`src/rtl/fft_peak_scan_pkg.sv`:
```
`default_nettype none
// ============================================================================
// Module      : fft_peak_scan_pkg
// Description : Shared definitions for the FFT peak scanner and its
//               magnitude helper: magnitude-mode encodings and FSM states.
// Revision    : 1.0 - initial release
// ============================================================================
package fft_peak_scan_pkg;

  // Magnitude mode encodings (value of the 'mode' input)
  localparam logic MAG_POW = 1'b0;  // re^2 + im^2
  localparam logic MAG_L1  = 1'b1;  // |re| + |im|

  typedef enum logic [1:0] {
    IDLE = 2'd0,
    SCAN = 2'd1,
    DONE = 2'd2
  } state_e;

endpackage
`default_nettype wire

```
`src/rtl/fft_mag_calc.sv`:
```
`default_nettype none
// ============================================================================
// Module      : fft_mag_calc
// Description : Combinational magnitude of one complex sample, exact width.
//               mode_i = MAG_POW : re*re + im*im
//               mode_i = MAG_L1  : |re| + |im|, zero-extended
// Ports       : re_i, im_i  signed DW-bit components
//               mode_i      magnitude mode select
//               mag_o       unsigned MW-bit magnitude
// Revision    : 1.0 - initial release
// ============================================================================
module fft_mag_calc
  import fft_peak_scan_pkg::*;
#(
  parameter int DW = 16,
  parameter int MW = 2*DW+1
) (
  input  logic signed [DW-1:0] re_i,
  input  logic signed [DW-1:0] im_i,
  input  logic                 mode_i,
  output logic [MW-1:0]        mag_o
);

  // Sign-extend to full product width so the multiply is exact.
  logic signed [2*DW-1:0] w_re_se;
  logic signed [2*DW-1:0] w_im_se;
  logic [2*DW-1:0]        w_re_sq;
  logic [2*DW-1:0]        w_im_sq;
  logic [MW-1:0]          w_pow;

  // One extra bit so |-2^(DW-1)| is representable.
  logic [DW:0] w_re_x;
  logic [DW:0] w_im_x;
  logic [DW:0] w_re_abs;
  logic [DW:0] w_im_abs;
  logic [DW:0] w_l1;

  assign w_re_se = {{DW{re_i[DW-1]}}, re_i};
  assign w_im_se = {{DW{im_i[DW-1]}}, im_i};
  assign w_re_sq = w_re_se * w_re_se;
  assign w_im_sq = w_im_se * w_im_se;
  // Each square is at most 2^(2*DW-2), so the MSB of each product is zero
  // and the unsigned sum fits in MW bits without overflow.
  assign w_pow   = {1'b0, w_re_sq} + {1'b0, w_im_sq};

  assign w_re_x   = {re_i[DW-1], re_i};
  assign w_im_x   = {im_i[DW-1], im_i};
  assign w_re_abs = re_i[DW-1] ? (~w_re_x + (DW+1)'(1)) : w_re_x;
  assign w_im_abs = im_i[DW-1] ? (~w_im_x + (DW+1)'(1)) : w_im_x;
  // Each term is at most 2^(DW-1), so the sum fits in DW+1 bits.
  assign w_l1     = w_re_abs + w_im_abs;

  assign mag_o = (mode_i == MAG_L1) ? {{(MW-DW-1){1'b0}}, w_l1} : w_pow;

endmodule
`default_nettype wire

```
`src/rtl/fft_peak_scan.sv`:
```
`default_nettype none
// ============================================================================
// Module      : fft_peak_scan
// Description : Captures one frame of N_BINS complex FFT bins, scans one bin
//               per clock and reports the strongest bin and its magnitude.
// Ports       : clk, rst (async active-low)
//               fft_valid/in_ready  frame handshake, fft_data packed bins
//               mode, skip_dc, thresh  per-frame settings, sampled at capture
//               done       one-cycle result strobe
//               freq, peak_mag, peak_valid  held results
//               frame_drop one-cycle pulse on a refused frame
// Revision    : 1.0 - initial release
// ============================================================================
module fft_peak_scan
  import fft_peak_scan_pkg::*;
#(
  parameter int N_BINS = 16,
  parameter int DW     = 16
) (
  input  logic                       clk,
  input  logic                       rst,
  input  logic                       fft_valid,
  output logic                       in_ready,
  input  logic [N_BINS*2*DW-1:0]     fft_data,
  input  logic                       mode,
  input  logic                       skip_dc,
  input  logic [2*DW:0]              thresh,
  output logic                       done,
  output logic [$clog2(N_BINS)-1:0]  freq,
  output logic [2*DW:0]              peak_mag,
  output logic                       peak_valid,
  output logic                       frame_drop
);

  localparam int IDX_W = $clog2(N_BINS);
  localparam int MW    = 2*DW+1;
  localparam logic [IDX_W-1:0] LAST_IDX = IDX_W'(N_BINS-1);

  state_e state_q, state_d;

  logic [N_BINS*2*DW-1:0] buf_q;
  logic                   mode_q;
  logic                   skip_q;
  logic [MW-1:0]          thresh_q;
  logic [IDX_W-1:0]       idx_q;
  logic [MW-1:0]          best_mag_q;
  logic [IDX_W-1:0]       best_idx_q;
  logic [IDX_W-1:0]       freq_q;
  logic [MW-1:0]          peak_mag_q;
  logic                   peak_valid_q;

  // --------------------------------------------------------------------------
  // FSM
  // --------------------------------------------------------------------------
  always_ff @(posedge clk or negedge rst) begin
    if (!rst) state_q <= IDLE;
    else      state_q <= state_d;
  end

  always_comb begin
    state_d  = state_q;
    in_ready = 1'b0;
    done     = 1'b0;
    unique case (state_q)
      IDLE: begin
        in_ready = 1'b1;
        if (fft_valid) state_d = SCAN;
      end
      SCAN: begin
        if (idx_q == LAST_IDX) state_d = DONE;
      end
      DONE: begin
        in_ready = 1'b1;
        done     = 1'b1;
        state_d  = fft_valid ? SCAN : IDLE;
      end
      default: state_d = IDLE;
    endcase
  end

  // --------------------------------------------------------------------------
  // Datapath
  // --------------------------------------------------------------------------
  logic              w_capture;
  logic              w_scan;
  logic [2*DW-1:0]   w_bins [N_BINS];
  logic [2*DW-1:0]   w_bin;
  logic [MW-1:0]     w_mag;
  logic              w_better;
  logic [MW-1:0]     w_best_mag_nxt;
  logic [IDX_W-1:0]  w_best_idx_nxt;

  assign w_capture  = fft_valid & in_ready;
  assign w_scan     = (state_q == SCAN);
  assign frame_drop = fft_valid & ~in_ready;

  for (genvar g = 0; g < N_BINS; g++) begin : g_unpack
    assign w_bins[g] = buf_q[g*2*DW +: 2*DW];
  end

  assign w_bin = w_bins[idx_q];

  fft_mag_calc #(
    .DW (DW),
    .MW (MW)
  ) u_mag (
    .re_i   (w_bin[2*DW-1:DW]),
    .im_i   (w_bin[DW-1:0]),
    .mode_i (mode_q),
    .mag_o  (w_mag)
  );

  // Strictly-greater keeps the lowest index on ties; bin 0 is ignored when
  // DC skipping is enabled.
  assign w_better       = w_scan && !(skip_q && (idx_q == '0)) && (w_mag > best_mag_q);
  assign w_best_mag_nxt = w_better ? w_mag : best_mag_q;
  assign w_best_idx_nxt = w_better ? idx_q : best_idx_q;

  always_ff @(posedge clk or negedge rst) begin
    if (!rst) begin
      buf_q        <= '0;
      mode_q       <= 1'b0;
      skip_q       <= 1'b0;
      thresh_q     <= '0;
      idx_q        <= '0;
      best_mag_q   <= '0;
      best_idx_q   <= '0;
      freq_q       <= '0;
      peak_mag_q   <= '0;
      peak_valid_q <= 1'b0;
    end else if (w_capture) begin
      buf_q      <= fft_data;
      mode_q     <= mode;
      skip_q     <= skip_dc;
      thresh_q   <= thresh;
      idx_q      <= '0;
      best_mag_q <= '0;
      // With DC skipped, an all-zero frame must still report a non-DC bin.
      best_idx_q <= skip_dc ? IDX_W'(1) : '0;
    end else if (w_scan) begin
      best_mag_q <= w_best_mag_nxt;
      best_idx_q <= w_best_idx_nxt;
      if (idx_q == LAST_IDX) begin
        // Results include the final bin's comparison and appear with done.
        freq_q       <= w_best_idx_nxt;
        peak_mag_q   <= w_best_mag_nxt;
        peak_valid_q <= (w_best_mag_nxt > thresh_q);
      end else begin
        idx_q <= idx_q + IDX_W'(1);
      end
    end
  end

  assign freq       = freq_q;
  assign peak_mag   = peak_mag_q;
  assign peak_valid = peak_valid_q;

endmodule
`default_nettype wire

```
`config.mk`:
```
export PLATFORM = sky130hd
export DESIGN_NAME = fft_peak_scan
export DESIGN_NICKNAME = d
export VERILOG_FILES = /design/src/rtl/fft_peak_scan_pkg.sv /design/src/rtl/fft_mag_calc.sv /design/src/rtl/fft_peak_scan.sv
export SDC_FILE = /design/constraint.sdc
export NUM_CORES = 2
export LEC_CHECK = 0
export CAP_MARGIN = 20
export CORE_MARGIN = 2
export CORE_UTILIZATION = 45
export CTS_CLUSTER_DIAMETER = 100
export DETAILED_ROUTE_END_ITERATION = 7
export PLACE_DENSITY = 0.65
export SKIP_CTS_REPAIR_TIMING = 1
export SYNTH_ARGS = -nofsm -noshare
export SYNTH_HDL_FRONTEND = slang
export SYNTH_SLANG_ARGS = --single-unit
export TNS_END_PERCENT = 1
```
`constraint.sdc`:
```
create_clock -name clk -period 28.2 [get_ports clk]
set_input_delay 5.64 -clock clk [delete_from_list [all_inputs] [get_ports clk]]
set_output_delay 5.64 -clock clk [all_outputs]
set_load 0.01 [all_outputs]
```
Word level (Yosys, flattened, before mapping)

Cells that the tools add are included.

Register bits after elaboration: 628
Bits in latches: 0
RAM bits: 0
ROM bits: 0
Bits of input ports: 550
Output and inout bits: 41
Word-level logic and storage cells: 67
Memories: 0

Add/subtract/negate cells: 5
Multiply operators: 2
Div/mod/pow operators: 0
$lt $le $gt $ge: 3
Equality and inequality tests: 6
Shift operators: 0
Muxes and demuxes: 22
Bitwise operators: 7
Reduce and logical (&&, ||, !) cells: 11

Operators with widths:

| kind                                           | number |
|---|---|
| two-way mux 33 bit                             | 4 |
| binary-select mux 32 bit (select 4 bit)        | 1 |
| > comparator 33 bit                            | 2 |
| multiplier 16 x 16 -> 32 bit                   | 2 |
| two-way mux 32 bit                             | 2 |
| adder 17 x 1 -> 17 bit (second input constant) | 2 |
| two-way mux 17 bit                             | 2 |
| NOT 17 bit                                     | 2 |
| adder 32 x 32 -> 33 bit                        | 1 |
| two-way mux 4 bit                              | 6 |
| adder 17 bit                                   | 1 |
| case mux 2 bit (3 select lines)                | 1 |
| >= comparator 5 bit (second input constant)    | 1 |
| NOT 4 -> 5 bit                                 | 1 |
| adder 4 x 1 -> 4 bit (second input constant)   | 1 |
| == test 4 bit (second input constant)          | 1 |
| zero test 4 bit                                | 1 |
| two-way mux 1 bit                              | 4 |
| two-way mux 2 bit                              | 2 |
| inequality test 2 bit (second input constant)  | 2 |
| AND reduction 2 bit                            | 2 |
| logical AND 1 bit                              | 3 |
| AND reduction 3 bit                            | 1 |
| bitwise AND 1 bit                              | 2 |
| 8 further kinds                                | 9 |

Longest topological paths before layout

Depth in word-level cells: 14
Mapped depth: 69
Depth with buffers taken out: 58

Modules after synthesis

A second synthesis with hierarchy kept.

Cells, all modules: 5478
Area total of the unflattened synthesis: 49984.2 µm²

Modules (own cells, without submodules):

| module        | times used | cells each | area each (µm²) | sequential area each (µm²) |
|---|---|---|---|---|
| fft_peak_scan | 1          | 3064       | 29090.4         | 15715.1 |
| fft_mag_calc  | 1          | 2414       | 20893.8         | 0.0 |

Worst setup path before layout

No wires, ideal clock.

Kind: register to register
Start point: reg idx_q[0]
End point: reg peak_valid_q (netlist: peak_valid)
Setup time: 0.124 ns
Data arrival time: 13.193 ns
Required time: 28.076 ns
Setup slack: 14.882 ns
Stages on the path, launching flop included: 67
Buffers on the path: 11
Period minus slack after synthesis: 13.318 ns
Cells stage by stage: dfrtp_1 -> buf_6 -> buf_6 -> buf_6 -> buf_6 -> buf_6 -> buf_6 -> mux4_2 -> mux2_2 -> o21ai_2 -> inv_1 -> clkbuf_1 -> nand2_1 -> inv_1 -> fa_1 -> inv_1 -> fa_1 -> fa_1 -> (+31 left out) -> o31a_1 -> clkbuf_1 -> buf_1 -> clkbuf_1 -> nor2_1 -> a21oi_1 -> inv_1 -> ha_1 -> nor2b_1 -> o21a_1 -> o21ai_0 -> nand2b_1 -> a21oi_1 -> o21ai_0 -> a221oi_1 -> o2111ai_1 -> nand4_1 -> nand3_1

Longest elaborated chain between the ends: 13
Elaborated cells on any way between the ends: 25
Classes of those cells: add/sub: 4; mul: 2; order compare: 2; eq/ne: 1; mux: 7; bitwise: 3; reduce/logical: 6

RTL lines:

| what                                                             | line                 | RTL |
|---|---|---|
| from (decl)                                                      | fft_peak_scan.sv:45  | `logic [IDX_W-1:0] idx_q;` |
| from (signal assigned)                                           | fft_peak_scan.sv:149 | `idx_q <= idx_q + IDX_W'(1);` |
| branches (longest 11 deep; another with adder 32 x 32 -> 33 bit) | --                   |  |
| two-way mux 33 bit *                                             | fft_peak_scan.sv:116 | `assign w_best_mag_nxt = w_better ? w_mag : best_mag_q;` |
| named net w_best_mag_nxt[1]                                      | fft_peak_scan.sv:90  | `logic [MW-1:0] w_best_mag_nxt;` |
| > comparator 33 bit *                                            | fft_peak_scan.sv:147 | `peak_valid_q <= (w_best_mag_nxt > thresh_q);` |
| to (signal assigned)                                             | fft_peak_scan.sv:147 |  |
| to (decl)                                                        | fft_peak_scan.sv:50  | `logic peak_valid_q;` |

Mark *: on every way through the listed nets, which the timed path passes. The select of a mux whose other input is x is not followed.
A chain may end at the register's enable or synchronous reset.

Final worst setup path

Start point: reg idx_q[0]
End point: reg peak_valid_q (netlist: peak_valid)

Longest elaborated chain between the ends: 13
Elaborated cells on any way between the ends: 25
Classes of those cells: add/sub: 4; mul: 2; order compare: 2; eq/ne: 1; mux: 7; bitwise: 3; reduce/logical: 6

RTL lines:

| what |
|---|
| branches (longest 13 deep; another with adder 32 x 32 -> 33 bit) |

Parallel ways; which one is timed is not known. The select of a mux whose other input is x is not followed.

==> results.yml <==
synthesis:
  syn_avg_cell_area_um2: 9.04
  synth_cell_types: 78
  synth_area_um2: 50100
  synthTopCellsByArea: "dfrtp_1 31%, fa_1 19%, nand2_1 14%, ha_1 7.6%, mux4_2 5.8%"
  synth.net_count: 6870
  synth-seq-cells: 628
  synth_top_area_frac: 0.314
  syn_inst: 5544
  synth_edf_count: 0
  ys_dominant_reg_cell: "dfrtp_1"
  synth_top_area_cell: "dfrtp_1"
  ys_seq_area_frac: 0.314
  async_reset_ff_frac: 1.00
  yosysWarnings: 0
timing:
  period_share: 0.563
  grt_setup_unrepaired: "false"
  setup-tns-final_ns: 0
  setup_viol: 0
  finalHoldViolations: 0
  finalClockSkew_ns: 0.0533
  setup_ws_ns: 12.32
  period_minus_slack_ns: 15.88
  slew_headroom: 0.234
  max_freq_mhz: 63.0
  worst_pin_slew_ns: 1.15
  slew_viol_final: 0
worst_setup_path:
  slowest_delay_ns: 0.90
  r2r-start: "idx_q[0]"
  slowest_stage: "a22oi_1"
  end_kind: "flop"
  cp.required_ns: 28.72
  path_max_fanout: 39
  r2r_cells: 52
  critical_path_arrival_ns: 16.41
  rrSetupSlack_ns: 12.32
  critPathLaunchType: "flop"
  crit_type: "reg2reg"
  reg2reg_to: "peak_valid"
floorplan:
  start_util: 0.453
  io_pins: 591
  die-height_um: 338
  row_count: 122
  die_x_um: 338
  core_um2: 111000
  die_area_um2: 114000
worst_hold_path:
  whs_path_depth: 2
  min_from: "buf_q[288]"
  hold_end: "buf_q[288]"
  worstHoldPathType: "reg2reg"
drt:
  drt_iter0_drc: 3383
  via_per_inst: 5.29
  drtPass1Iterations: 5
  drc: 0
  drt_wl_total_um: 161000
  detail-route-antenna-nets: 0
  vias: 40161
  routedWlPerCell_um: 21.2
place:
  globalplace.congestion: 0.954
  portBuffers: 590
  dp_slack_ns: 12.51
  place_hpwl_um: 127000
grt:
  grt_max_degree: 203
  gr-total-overflow: 0
  grt_pass1_vias: 41345
  antenna_found_initial: 29
  grt_first_pass_wirelength_um: 246000
  track_usage: 0.286
finish:
  syn_to_final_growth_pct: 19.7
  layout-drive-gt1-share: 0.0663
  multi_input_area_um2: 30600
  fin_nets: 7370
  ff_latch_area_um2: 15700
  fill_cells: 10218
clock_tree:
  cts_tree: "built"
  htreeDepth: 3
  cts_inserted_buffers: 74
  cts_sinks: 628
  clock_latency_ns: 0.67
  clockBufferDepth: 3
  clkSlewWorstSetupHoldPaths_ns: 0.06
  cts_root_buf: "clkbuf_16"
run:
  drv_cap: 0
status:
  outcome: "complete, no violations"
==> cell usage after synthesis, drive strengths merged, types with 16 or more instances <==
library cell	n
buf	44
clkbuf	184
o31ai	16
or2	16
mux2i	22
nand2b	30
nand4	25
nand3	33
xor2	39
a22o	20
o21ai	155
nor2b	24
a211oi	18
mux2	39
dfrtp	628
o21bai	17
nor2	201
ha	306
nor3	29
a21oi	129
a22oi	16
a21o	66
fa	470
xnor2	104
nand2	1855
o21a	19
inv	758
mux4	130
==> final cells by class <==
cell class                 count  area share
antenna                       11    0.000459
clock buffer                 101      0.0346
clock inverter                29     0.00574
inverter                     769      0.0481
multi-input combinational   3919       0.511
sequential                   628       0.262
tap                         1488      0.0310
timing repair buffer         652       0.107
==> state kept, by name, summed over array words and instances, names as in the netlist <==
name,cells
freq,4
mode_q,1
idx_q,4
peak_mag,33
skip_q,1
peak_valid,1
best_mag_q,33
best_idx_q,4
buf_q,512
thresh_q,33
state_q,2
==> placed cells by master, fill, tap and decap left out, drive strengths merged, types with 7 or more instances in the layout <==
cell type / n
a21oi: 129
fa: 470
nand2: 1855
xor2: 39
nor2b: 24
and2: 15
dfrtp: 628
mux4: 130
and3: 10
o21a: 19
or3: 14
a21o: 66
mux2i: 22
clkdlybuf4s50: 589
o22ai: 10
nand2b: 30
clkinv: 24
nand4: 25
o21bai: 17
diode: 11
o21ai: 155
or2: 16
o31ai: 16
buf: 63
ha: 306
a22oi: 16
xnor2: 104
a22o: 20
nand3: 33
nor3: 29
nor4: 7
inv: 766
mux2: 39
a211oi: 18
clkbuf: 101
a221oi: 7
nor2: 201
==> worst max-delay path by stage <==
stage	from	cells past startpoint	to
after CTS	idx_q[0]	52	peak_valid
after floorplan	idx_q[0]	66	peak_valid
after global routing	idx_q[0]	52	peak_valid
after detailed placement	idx_q[0]	52	peak_valid
after global placement	idx_q[0]	52	peak_valid
final	idx_q[0]	52	peak_valid
==> cell families after synthesis <==
| family | count (synthesis) | synth area share |
|---|---|---|
| AO/OA/AOI/OAI | 531 | 0.0676 |
| XOR/XNOR | 143 | 0.0250 |
| adder cells (fa/ha/maj) | 776 | 0.264 |
| buffers and inverters | 997 | 0.0764 |
| flip-flops | 628 | 0.314 |
| multiplexers | 191 | 0.0716 |
| AND/OR/NAND/NOR | 2278 | 0.182 |
==> metrics by stage <==
| stage | utilization | instance area (um2) | std cells | hold slack (ns) |
|---|---|---|---|---|
| 2_1_floorplan | - | 50100 | 5544 | 0.440 |
| 3_3_place_gp | 0.520 | 57500 | 7454 | 0.453 |
| 3_5_place_dp | 0.520 | 57500 | 7454 | 0.457 |
| 4_1_cts | 0.542 | 59900 | 7584 | 0.473 |
| 5_1_grt | 0.543 | 60000 | 7594 | 0.483 |
| 6_report | 0.543 | 60000 | 7597 | 0.469 |
==> routing by layer <==
metal  part of all wire  track usage  vias to the layer above
met2               0.48        0.460                     1373
met1               0.42        0.390                    20060
li1                   -            -                    18460
met4              0.029       0.0901                       22
met5            0.00097            0                        -
met3              0.072       0.0587                      246
==> critical path, delay by kind of cell, from the launching register on <==
kind                     cells  cell delay (ns)
flip-flops                   1             0.87
multiplexers                 2             0.91
XOR/XNOR                     1             0.19
adder cells (fa/ha/maj)     10             4.31
AND/OR/NAND/NOR             12             2.33
buffers and inverters        7             1.49
AO/OA/AOI/OAI               20             5.58
Power is left out: the tool's default activity adds up to more than one toggle a clock period on the data nets, which glitch-free logic cannot reach.
